$ cat src/rtl/pc_gen_if.sv
// Control/fetch bundle between the branch controller, pc_gen and instruction memory.
// With MISALIGN_TRAP_EN defined the bundle also carries the misalign trap pulse.
interface pc_gen_if;
  logic [1:0]  npc_mux_sel;
  logic [31:0] pc_offset;
  logic [31:0] reg_offset;
  logic        stall;
  logic        irq;
  logic        mret;
  logic        fetch_ready;
  logic [31:0] pc;
  logic        fetch_valid;
  logic        flush;
  logic        int_ack;
  logic [31:0] mepc;
  logic        in_handler;
`ifdef MISALIGN_TRAP_EN
  logic        misalign;

  modport master (
    output npc_mux_sel, pc_offset, reg_offset, stall, irq, mret, fetch_ready,
    input  pc, fetch_valid, flush, int_ack, mepc, in_handler, misalign
  );

  modport slave (
    input  npc_mux_sel, pc_offset, reg_offset, stall, irq, mret, fetch_ready,
    output pc, fetch_valid, flush, int_ack, mepc, in_handler, misalign
  );
`else
  modport master (
    output npc_mux_sel, pc_offset, reg_offset, stall, irq, mret, fetch_ready,
    input  pc, fetch_valid, flush, int_ack, mepc, in_handler
  );

  modport slave (
    input  npc_mux_sel, pc_offset, reg_offset, stall, irq, mret, fetch_ready,
    output pc, fetch_valid, flush, int_ack, mepc, in_handler
  );
`endif
endinterface

$ cat src/rtl/pc_gen.sv
// Fetch PC register: sequential advance, branch/jump redirect, single-level interrupt and mret.
// Optional MISALIGN_TRAP_EN: misaligned redirect targets trap to TRAP_VEC instead of being masked.
module pc_gen #(
  parameter logic [31:0] RESET_PC = 32'h0000_0000,
  parameter logic [31:0] TRAP_VEC = 32'h0000_0100
) (
  input  logic     clk,
  input  logic     rst,
  pc_gen_if.slave  bus
);

  typedef enum logic [1:0] {
    BOOT    = 2'd0,
    RUN     = 2'd1,
    HANDLER = 2'd2
  } state_e;

  typedef enum logic [1:0] {
    SEL_PLUS4      = 2'd0,
    SEL_PC_OFFSET  = 2'd1,
    SEL_REG_OFFSET = 2'd2,
    SEL_INTERRUPT  = 2'd3
  } sel_e;

  state_e      state_q, state_d;
  sel_e        sel;
  logic [31:0] pc_q, pc_d;
  logic [31:0] mepc_q, mepc_d;
  logic        mie_q, mie_d;
  logic        flush_q, flush_d;
  logic        int_ack_q, int_ack_d;
  logic        ret_q, ret_d;
  logic [31:0] plus4;
  logic [31:0] raw_tgt;
  logic [31:0] tgt;
  logic [31:0] seq_pc;
  logic [31:0] save_pc;
  logic        redirect;
  logic        fetch_done;
  logic        irq_take;
`ifdef MISALIGN_TRAP_EN
  logic        mis_q, mis_d;
  logic        mis_trap;
`endif

  always_comb begin
    sel        = sel_e'(bus.npc_mux_sel);
    plus4      = pc_q + 32'd4;
    redirect   = (sel == SEL_PC_OFFSET) || (sel == SEL_REG_OFFSET);
    raw_tgt    = (sel == SEL_REG_OFFSET) ? (bus.reg_offset & 32'hFFFF_FFFE) : bus.pc_offset;
`ifdef MISALIGN_TRAP_EN
    tgt        = raw_tgt & 32'hFFFF_FFFD;
    mis_trap   = redirect && raw_tgt[1] && (state_q == RUN);
`else
    tgt        = raw_tgt & 32'hFFFF_FFFC;
`endif
    fetch_done = (state_q != BOOT) && bus.fetch_ready && !bus.stall;

    if (redirect)        seq_pc = tgt;
    else if (fetch_done) seq_pc = plus4;
    else                 seq_pc = pc_q;

    // Entry right after mret saves the return address itself: its instruction never executed.
    save_pc  = (ret_q && !redirect) ? pc_q : seq_pc;
    irq_take = (state_q == RUN) && mie_q && (bus.irq || (sel == SEL_INTERRUPT));

    state_d   = state_q;
    pc_d      = seq_pc;
    mepc_d    = mepc_q;
    mie_d     = mie_q;
    flush_d   = redirect;
    int_ack_d = 1'b0;
    ret_d     = 1'b0;
`ifdef MISALIGN_TRAP_EN
    mis_d     = 1'b0;
`endif

    unique case (state_q)
      BOOT: state_d = RUN;
      RUN: begin
`ifdef MISALIGN_TRAP_EN
        if (mis_trap) begin
          pc_d      = TRAP_VEC;
          mepc_d    = raw_tgt;
          flush_d   = 1'b1;
          int_ack_d = 1'b1;
          mis_d     = 1'b1;
          mie_d     = 1'b0;
          state_d   = HANDLER;
        end else
`endif
        if (irq_take) begin
          pc_d      = TRAP_VEC;
          mepc_d    = save_pc;
          flush_d   = 1'b1;
          int_ack_d = 1'b1;
          mie_d     = 1'b0;
          state_d   = HANDLER;
        end
      end
      HANDLER: begin
        if (bus.mret) begin
          pc_d    = mepc_q;
          flush_d = 1'b1;
          mie_d   = 1'b1;
          ret_d   = 1'b1;
          state_d = RUN;
        end
      end
      default: state_d = BOOT;
    endcase
  end

  always_ff @(posedge clk) begin
    if (rst) begin
      state_q   <= BOOT;
      pc_q      <= RESET_PC;
      mepc_q    <= '0;
      mie_q     <= 1'b1;
      flush_q   <= 1'b0;
      int_ack_q <= 1'b0;
      ret_q     <= 1'b0;
`ifdef MISALIGN_TRAP_EN
      mis_q     <= 1'b0;
`endif
    end else begin
      state_q   <= state_d;
      pc_q      <= pc_d;
      mepc_q    <= mepc_d;
      mie_q     <= mie_d;
      flush_q   <= flush_d;
      int_ack_q <= int_ack_d;
      ret_q     <= ret_d;
`ifdef MISALIGN_TRAP_EN
      mis_q     <= mis_d;
`endif
    end
  end

  assign bus.pc          = pc_q;
  assign bus.fetch_valid = (state_q != BOOT);
  assign bus.flush       = flush_q;
  assign bus.int_ack     = int_ack_q;
  assign bus.mepc        = mepc_q;
  assign bus.in_handler  = (state_q == HANDLER);
`ifdef MISALIGN_TRAP_EN
  assign bus.misalign    = mis_q;
`endif

endmodule

$ cat src/flat_wrapper.sv
// flat-port wrapper written by rule: the top's interface ports become plain ports
module pc_gen_flat 
#(
  parameter logic [31:0] RESET_PC = 32'h0000_0000,
  parameter logic [31:0] TRAP_VEC = 32'h0000_0100
)
  (clk, rst, bus_npc_mux_sel, bus_pc_offset, bus_reg_offset, bus_stall, bus_irq, bus_mret, bus_fetch_ready, bus_pc, bus_fetch_valid, bus_flush, bus_int_ack, bus_mepc, bus_in_handler);
  pc_gen_if bus_i ();
  input  logic clk;
  input  logic rst;
  input wire logic [$bits(bus_i.npc_mux_sel)-1:0] bus_npc_mux_sel;
  input wire logic [$bits(bus_i.pc_offset)-1:0] bus_pc_offset;
  input wire logic [$bits(bus_i.reg_offset)-1:0] bus_reg_offset;
  input wire logic [$bits(bus_i.stall)-1:0] bus_stall;
  input wire logic [$bits(bus_i.irq)-1:0] bus_irq;
  input wire logic [$bits(bus_i.mret)-1:0] bus_mret;
  input wire logic [$bits(bus_i.fetch_ready)-1:0] bus_fetch_ready;
  output wire logic [$bits(bus_i.pc)-1:0] bus_pc;
  output wire logic [$bits(bus_i.fetch_valid)-1:0] bus_fetch_valid;
  output wire logic [$bits(bus_i.flush)-1:0] bus_flush;
  output wire logic [$bits(bus_i.int_ack)-1:0] bus_int_ack;
  output wire logic [$bits(bus_i.mepc)-1:0] bus_mepc;
  output wire logic [$bits(bus_i.in_handler)-1:0] bus_in_handler;
  assign bus_i.npc_mux_sel = bus_npc_mux_sel;
  assign bus_i.pc_offset = bus_pc_offset;
  assign bus_i.reg_offset = bus_reg_offset;
  assign bus_i.stall = bus_stall;
  assign bus_i.irq = bus_irq;
  assign bus_i.mret = bus_mret;
  assign bus_i.fetch_ready = bus_fetch_ready;
  assign bus_pc = bus_i.pc;
  assign bus_fetch_valid = bus_i.fetch_valid;
  assign bus_flush = bus_i.flush;
  assign bus_int_ack = bus_i.int_ack;
  assign bus_mepc = bus_i.mepc;
  assign bus_in_handler = bus_i.in_handler;
  pc_gen #(.RESET_PC(RESET_PC), .TRAP_VEC(TRAP_VEC)) u_core (.clk(clk), .rst(rst), .bus(bus_i));
endmodule
$ cat config.mk
export PLATFORM = sky130hd
export DESIGN_NAME = pc_gen_flat
export DESIGN_NICKNAME = d
export VERILOG_FILES = /design/src/rtl/pc_gen_if.sv /design/src/rtl/pc_gen.sv /design/src/flat_wrapper.sv
export SDC_FILE = /design/constraint.sdc
export NUM_CORES = 1
export LEC_CHECK = 0
export CORE_ASPECT_RATIO = 2
export CORE_MARGIN = 5
export CORE_UTILIZATION = 47
export DETAILED_ROUTE_END_ITERATION = 10
export PLACE_DENSITY_LB_ADDON = 0.12
export SLEW_MARGIN = 20
export SYNTH_ARGS = -nofsm -noshare
export SYNTH_HDL_FRONTEND = slang
export SYNTH_SLANG_ARGS = --single-unit
$ cat constraint.sdc
create_clock -name clk -period 3.28 [get_ports clk]
set_clock_uncertainty 0.1 [all_clocks]
set_input_delay 0.656 -clock clk [delete_from_list [all_inputs] [get_ports clk]]
set_output_delay 0.656 -clock clk [all_outputs]
set_load 0.02 [all_outputs]
# ---- Word level (Yosys, flattened, before mapping)
# Cells that the tools add are included.
dict set report op_classes {
  addsub 1
  n_eq_ne 7
  mux 18
  bitwise 2
  n_reduce_logical 17
}
# operator n
set op_table {}
lappend op_table {{$mux W32} 6}
lappend op_table {{$pmux W32 S2} 1}
lappend op_table {{$add A32 B3 Y32 const B} 1}
lappend op_table {{$eq A2 B2 Y1 const B} 3}
lappend op_table {{$mux W1} 6}
lappend op_table {{$pmux W2 S3} 1}
lappend op_table {{$logic_and A1 B1 Y1} 5}
lappend op_table {{$eq A2 B1 Y1 const B} 2}
lappend op_table {{$mux W2} 2}
lappend op_table {{$pmux W1 S2} 2}
lappend op_table {{$reduce_and A2 Y1} 2}
lappend op_table {{$reduce_bool A2 Y1} 2}
lappend op_table {{$reduce_or A2 Y1} 2}
lappend op_table {{$reduce_and A3 Y1} 1}
lappend op_table {{$logic_not A1 Y1} 2}
lappend op_table {{$logic_not A2 Y1} 1}
lappend op_table {{$logic_or A1 B1 Y1} 2}
lappend op_table {{$ne A2 B1 Y1 const B} 1}
lappend op_table {{$ne A2 B2 Y1 const B} 1}
lappend op_table {{$not A1 Y1} 2}
dict set report word_totals {
  ff_bits 70
  out_inout_bits 68
  word_cells 52
}

# ---- Logic depth before layout (Yosys ltp)
# Gate-level depths: netlist of the first run.
dict set report logic_depth {
  depth_word 7
  mapped_depth 10
  mapped_depth_nobuf 7
}

# ---- Worst setup path before layout of the first run
# Ideal clock, no wire load.
dict set report synth_path {
  kind {input-to-reg}
  start {input port bus_stall}
  end {register u_core.pc_q[21], in the netlist u_core.bus.pc[21]}
  setup_ps 58
  t_arrival_ps 2316
  t_required_ps 3122
  path_slack_ps 807
  stages 7
  n_path_buf 2
  cell_sequence {nand4bb_1 buf_2 or3_1 buf_2 or4_1 a311oi_1 a21o_1}
}
dict set report synth_via {
  elab_chain_cells 6
}
# item line_no
set synth_lines {}
lappend synth_lines {{start, declared} flat_wrapper.sv:14} ;# input wire logic [$bits(bus_i.stall)-1:0] bus_stall;
lappend synth_lines {{$logic_not A1 Y1 (*)} pc_gen.sv:57} ;# fetch_done = (state_q != BOOT) && bus.fetch_ready && !bus.stall;
lappend synth_lines {{$logic_and A1 B1 Y1 (*)} pc_gen.sv:57}
lappend synth_lines {{$mux W32 (*)} pc_gen.sv:60} ;# else if (fetch_done) seq_pc = plus4;
lappend synth_lines {{$mux W32 (*)} pc_gen.sv:59} ;# if (redirect) seq_pc = tgt;
lappend synth_lines {{$mux W32, on equally long branches} {pc_gen.sv:102, pc_gen.sv:92}}
lappend synth_lines {{$pmux W32 S2 (*)} pc_gen.sv:78} ;# unique case (state_q)
lappend synth_lines {{end signal, assigned} pc_gen.sv:128} ;# pc_q <= pc_d;
lappend synth_lines {{end, declared} pc_gen.sv:27} ;# logic [31:0] pc_q, pc_d;
# Every way passes the cells marked *; elsewhere a longest branch is shown, timed or not.
# A chain may end at the register's enable or synchronous reset.

# ---- Worst setup path after layout of the first run
dict set report layout_path {
  start {input port bus_stall}
  end {register u_core.pc_q[25], in the netlist u_core.bus.pc[25]}
}
# The elaborated chain is that of the path after synthesis.

==> results.sh, run 1 <==
export IMPL_status="finished, final reports clean"
export IMPL_worst_slew_margin_rel_pct=39.03
export IMPL_die_height_um=148
export IMPL_dpl_instance_area_um2=5981
export IMPL_cts_htree_levels=3
export IMPL_setup_tns_ns=0
export IMPL_rsz0062_at_grt="false"
export IMPL_grt_pass1_wl_um=24610
export IMPL_cap_violations=0
export IMPL_yosysWarnings=0
export IMPL_dp_cells=785
export IMPL_fillers=804
export IMPL_cp_cell_sequence="clkdlybuf4s50_1 -> nand4bb_1 -> or3_1 -> buf_4 -> or3_1 -> a311oi_1 -> a21o_1"
export IMPL_syn_inst=565
export IMPL_synth_cell_types=58
export IMPL_crit_required_ns=3.46
export IMPL_first_pass_iters=5
export IMPL_fin_cells=800
export IMPL_initialDrtViolationCount=317
export IMPL_antenna_left=0
export IMPL_drc=0
export IMPL_crit_path_max_fanout=11
export IMPL_grt_pass1_vias=4984
export IMPL_ys_flop_type="dfxtp_1"
export IMPL_fin_crit_sh_pct=87.02
export IMPL_netlist_area_um2=4476
export IMPL_nets=770
export IMPL_root_buffer="clkbuf_16"
export IMPL_drv_slew=0
export IMPL_die_x_um=79
export IMPL_hold_viol=0
export IMPL_clock_path_buffers=2
export IMPL_std_cell_rows=50
export IMPL_dieArea_um2=11690
export IMPL_drive_gt1_share_pct=7.759
export IMPL_path_clk_slew_ns=0.06
export IMPL_drt_total_wl_um=15740
export IMPL_cts_buffers=9
export IMPL_final_common_cell="clkdlybuf4s50_1"
export IMPL_cts_sinks=70
export IMPL_cp_start_kind="primary input"
export IMPL_hpwl_um=11730
export IMPL_worstSetupPathType="primary input to flip-flop"
export IMPL_hold_path_class="flip-flop to flip-flop"
export IMPL_num_io_pins=140
export IMPL_post_route_min_period_ns=2.854
export IMPL_worstSkewPairLatency_ns=0.34
export IMPL_static_leakage_power_uw=0.002169
export IMPL_yosys_top_cells_area="dfxtp_1, a211oi_1, xnor2_1"
export IMPL_powerDensity_nw_per_um2=558.0
export IMPL_worst_slack_ns=0.4256
export IMPL_core_area_um2=9321
export IMPL_worst_pin_slew_ns=0.9133
export IMPL_yosysSeqAreaShare_pct=31.31
export IMPL_critPathSlowestCell="or3_1"
export IMPL_vias_per_cell=6.268
export IMPL_grt_ovfl_total=0
export IMPL_gp_congestion=0.8808
export IMPL_syn_to_final_growth_pct=40.54
export IMPL_track_usage_pct=26.70
export IMPL_vdd_ir_drop_max_v=0.0003316
export IMPL_crit_top_cell="or3_1"
export IMPL_synth_top_cell_by_area="dfxtp_1"
export IMPL_yosysTopAreaCellShare_pct=31.31
export IMPL_synth_seq_cells=70
export IMPL_post_cts_resized=0
export IMPL_wl_per_cell_um=19.67
export IMPL_grt_max_degree=29
export IMPL_postCtsSetupBuffers=0
export IMPL_most_common_layout_cells="clkdlybuf4s50_1, dfxtp_1, nand2_1"
export IMPL_fmax_mhz=350.3
export IMPL_cp_end_kind="flip-flop"
export IMPL_antenna_found_initial=0
export IMPL_arrival_ns=3.04
export IMPL_start_util_pct=48.01
export IMPL_synthArstFlopShare_pct=0
export IMPL_vias=5014
export IMPL_critPathTopFamily="simple AND/OR/NAND/NOR gates"
export IMPL_syn_nets=643
export IMPL_setup_viol=0
export IMPL_dp_slack_ns=0.09790
export IMPL_postCtsHoldBufs=0
export IMPL_diodes=0
export IMPL_final_area_um2=6290
export IMPL_slowest_delay_ns=0.58
export IMPL_synth_edf_count=0
export IMPL_avgSynthCellArea_um2=7.921
export IMPL_cts_tree="built"
export IMPL_port_buffers=135
export IMPL_crit_buf_inv=2
-- through the flow --
step           total power (µW)  hold slack (ns)  util (%)
3_3_place_gp               2460           0.3550     64.16
4_1_cts                    3504           0.3714     67.48
6_report                   3510           0.3712     67.48
2_1_floorplan              1890           0.3703         -
3_5_place_dp               2488           0.3653     64.16
5_1_grt                    3667           0.4056     67.48
-- synthesized netlist by cell type, drive strengths merged, types with 6 or more instances --
master  number
a211oi      40
a21o         8
a21oi       32
a311oi       6
a31oi        9
buf         11
clkbuf      36
dfxtp       70
ha           6
inv         13
mux2i       14
nand2       51
nand3       23
nand4       12
nor2        38
nor2b       21
nor3        21
nor4        18
o21a         8
o21ai       23
o31ai        6
or3         10
xnor2       23
xor2        14
-- path summary, 6_finish.rpt --
path                                     startpoint                   to  slack, ns  cells past startpoint
worst max-delay path                      bus_stall    u_core.bus.pc[25]       0.43                      7
worst min-delay path            u_core.bus.mepc[10]  u_core.bus.mepc[10]       0.37                      2
worst min register to register  u_core.bus.mepc[10]  u_core.bus.mepc[10]       0.37                      2
worst max register to register    u_core.state_q[0]    u_core.bus.pc[25]       0.51                      8
-- flip-flops by register name, indices dropped and copies added (netlist names) --
name / cells
u_core.ret_q: 1
u_core.bus.flush: 1
u_core.mie_q: 1
u_core.bus.int_ack: 1
u_core.bus.pc: 32
u_core.bus.mepc: 32
u_core.state_q: 2
-- worst reg2reg max path, cell delays in order, from the launching register on --
cell and delay (ns):
dfxtp_1 0.35, inv_1 0.07, ha_1 0.27, nand4bb_1 0.39, or3_1 0.59, buf_4 0.24
or3_1 0.35, a311oi_1 0.27, a21o_1 0.11
-- power breakdown --
| part | internal [µW] | switching, µW |
|---|---|---|
| clock network | 646 | 379 |
| registers | 995 | 204 |
| logic | 594 | 691 |
| total | 2230 | 1270 |
-- cells by family after synthesis --
group	Yosys count	synth area share [%]
compound gates	162	24.77
mux	14	3.131
buf+inv	60	5.312
fa+ha+maj	6	1.677
xor+xnor	37	7.241
flops	70	31.31
simple gates	216	26.56
-- area by class of cell --
cell class	instances	area [µm²]	area share, %
multi-input cells	435	2839	45.14
repair buffers	163	1562	24.83
flip-flops and latches	70	1401	22.28
clock buffers	12	266.5	4.237
well taps	104	130.1	2.069
inverters	13	48.80	0.7758
clock inverters	3	42.54	0.6763
-- routing by layer --
metal | routed length [µm] | track usage, % | vias to the layer above
met5 | 0 | 0 | -
met4 | 534 | 11.96 | 0
met3 | 959 | 5.732 | 55
met2 | 8797 | 52.15 | 217
met1 | 5447 | 25.60 | 2389
li1 | - | - | 2353
Power figures use the tool's default switching activity.
==> run 2: changes to the inputs <==
--- a/config.mk
+++ b/config.mk
@@ -10,6 +10,7 @@
 export CORE_UTILIZATION = 47
 export DETAILED_ROUTE_END_ITERATION = 10
 export PLACE_DENSITY_LB_ADDON = 0.12
+export RECOVER_POWER = 100
 export SLEW_MARGIN = 20
 export SYNTH_ARGS = -nofsm -noshare
 export SYNTH_HDL_FRONTEND = slang
==> constraint.sdc (replaced) <==
create_clock -name clk -period 3.2 [get_ports clk]
set_clock_uncertainty 0.1 [all_clocks]
set_input_delay 0.64 -clock clk [delete_from_list [all_inputs] [get_ports clk]]
set_output_delay 0.64 -clock clk [all_outputs]
set_load 0.02 [all_outputs]
==> results.sh, run 2 (synthesized netlist as in run 1, its figures left out) <==
export IMPL_endpoint="u_core.bus.pc[17]"
export IMPL_cp_end_kind="flip-flop"
export IMPL_core_area_um2=9321
export IMPL_fmax_mhz=343.0
export IMPL_drc=0
export IMPL_most_common_layout_cells="dlygate4sd3_1, dfxtp_1, clkdlybuf4s50_1"
export IMPL_root_buffer="clkbuf_16"
export IMPL_vias_per_cell=6.223
export IMPL_diodes=0
export IMPL_cts_tree="built"
export IMPL_worstSkewPairLatency_ns=0.33
export IMPL_postCtsHoldBufs=0
export IMPL_die_x_um=79
export IMPL_hold_path_class="flip-flop to flip-flop"
export IMPL_cts_sinks=70
export IMPL_timing_rr_start="u_core.state_q[1]"
export IMPL_powerDensity_nw_per_um2=561.5
export IMPL_crit_path_max_fanout=17
export IMPL_std_cell_rows=50
export IMPL_nets=771
export IMPL_dp_slack_ns=0.08857
export IMPL_grt_max_degree=29
export IMPL_hpwl_um=11800
export IMPL_reg2reg_depth=8
export IMPL_antenna_left=0
export IMPL_ff_latch_area_um2=1401
export IMPL_drv_slew=0
export IMPL_worstReg2RegEnd="u_core.bus.pc[27]"
export IMPL_fin_crit_sh_pct=91.10
export IMPL_wl_per_cell_um=19.63
export IMPL_worst_slack_ns=0.2847
export IMPL_hold_ws_ns=0.3747
export IMPL_postCtsSetupBuffers=0
export IMPL_grt_pass1_wl_um=25120
export IMPL_drive_gt1_share_pct=6.877
export IMPL_path_clk_slew_ns=0.06
export IMPL_num_io_pins=140
export IMPL_vdd_ir_drop_max_v=0.0003370
export IMPL_worst_pin_slew_ns=1.139
export IMPL_track_usage_pct=27.03
export IMPL_reg2reg_setup_slack_ns=0.41
export IMPL_start_util_pct=48.01
export IMPL_post_cts_resized=0
export IMPL_port_buffers=135
export IMPL_die_height_um=148
export IMPL_critPathSlowestCell="ha_1"
export IMPL_worst_slew_margin_rel_pct=24.10
export IMPL_rsz0062_at_grt="false"
export IMPL_setup_viol=0
export IMPL_grt_pass1_vias=5152
export IMPL_cp_start_kind="primary input"
export IMPL_setup_tns_ns=0
export IMPL_clock_path_buffers=2
export IMPL_slowest_delay_ns=0.69
export IMPL_gp_congestion=0.8748
export IMPL_startpoint="bus_npc_mux_sel[1]"
export IMPL_cts_buffers=9
export IMPL_status="finished, final reports clean"
export IMPL_static_leakage_power_uw=0.002351
export IMPL_vias=4991
export IMPL_antenna_found_initial=0
export IMPL_worstSetupPathType="primary input to flip-flop"
export IMPL_power_uw=3510
export IMPL_crit_required_ns=3.32
export IMPL_first_pass_iters=7
export IMPL_dieArea_um2=11690
export IMPL_grt_ovfl_total=0
export IMPL_initialDrtViolationCount=347
export IMPL_cts_htree_levels=3
export IMPL_fillers=822
export IMPL_arrival_ns=3.04
export IMPL_cp_cell_sequence="dlygate4sd3_1 -> ha_1 -> clkbuf_2 -> clkbuf_1 -> nand3_1 -> a32o_1"
export IMPL_cap_violations=0
export IMPL_post_route_min_period_ns=2.915
export IMPL_drt_total_wl_um=15750
export IMPL_multi_input_comb_area_um2=2829
export IMPL_hold_viol=0
export IMPL_syn_to_final_growth_pct=39.67
-- run 2: changes by cell type in the layout (fill, tap and decap cells not counted), sizes merged --
| cell | delta |
|---|---|
| dlygate4sd3 | +70 |
| clkdlybuf4s50 | -70 |
| clkinv | +2 |
| buf | -8 |
| clkbuf | +9 |
| clkinvlp | -1 |
-- run 2: critical path, delay by kind of cell --
kind	cells	cell delay, ns
AND/OR/NAND/NOR	1	0.12
adder cells (fa/ha/maj)	1	0.69
AO/OA/AOI/OAI	1	0.27
buffers and inverters	3	1.32
-- run 2: worst min path at each step --
stage,from,end,depth (start not counted)
floorplan,u_core.state_q[1],u_core.state_q[1],2
global placement,u_core.bus.mepc[10],u_core.bus.mepc[10],2
detailed placement,u_core.bus.mepc[5],u_core.bus.mepc[5],2
CTS,u_core.bus.mepc[7],u_core.bus.mepc[7],2
global route,u_core.bus.mepc[11],u_core.bus.pc[11],1
finish,u_core.bus.mepc[13],u_core.bus.pc[13],1
-- run 2: power by group --
group          total (µW)  leakage, µW  switching [µW]  internal, µW
logic                1270      0.00162             713           554
clock network        1020     0.000152             378           642
registers            1220     0.000574             204          1020
-- run 2: area by class of cell --
class / count / area share, %
sequential: 70 / 22.42
timing repair buffer: 164 / 24.64
multi-input combinational: 435 / 45.26
inverter: 13 / 0.7806
clock inverter: 4 / 0.7206
clock buffer: 12 / 4.103
tap: 104 / 2.082
-- run 2: layer usage --
layer / wire length (µm) / vias up / GRT usage (%)
met4: 705 / 0 / 16.01
li1: - / 2353 / -
met5: 0 / - / 0
met2: 8611 / 231 / 50.30
met1: 5372 / 2347 / 26.79
met3: 1056 / 60 / 5.244
-- run 2: metrics by stage --
stage / cell area, µm² / instances / util (%)
after global placement: 6001 / 786 / 64.38
after CTS: 6302 / 802 / 67.61
after global routing: 6251 / 802 / 67.06
after detailed placement: 6001 / 786 / 64.38
final: 6251 / 802 / 67.06
after floorplan: 4476 / 565 / -
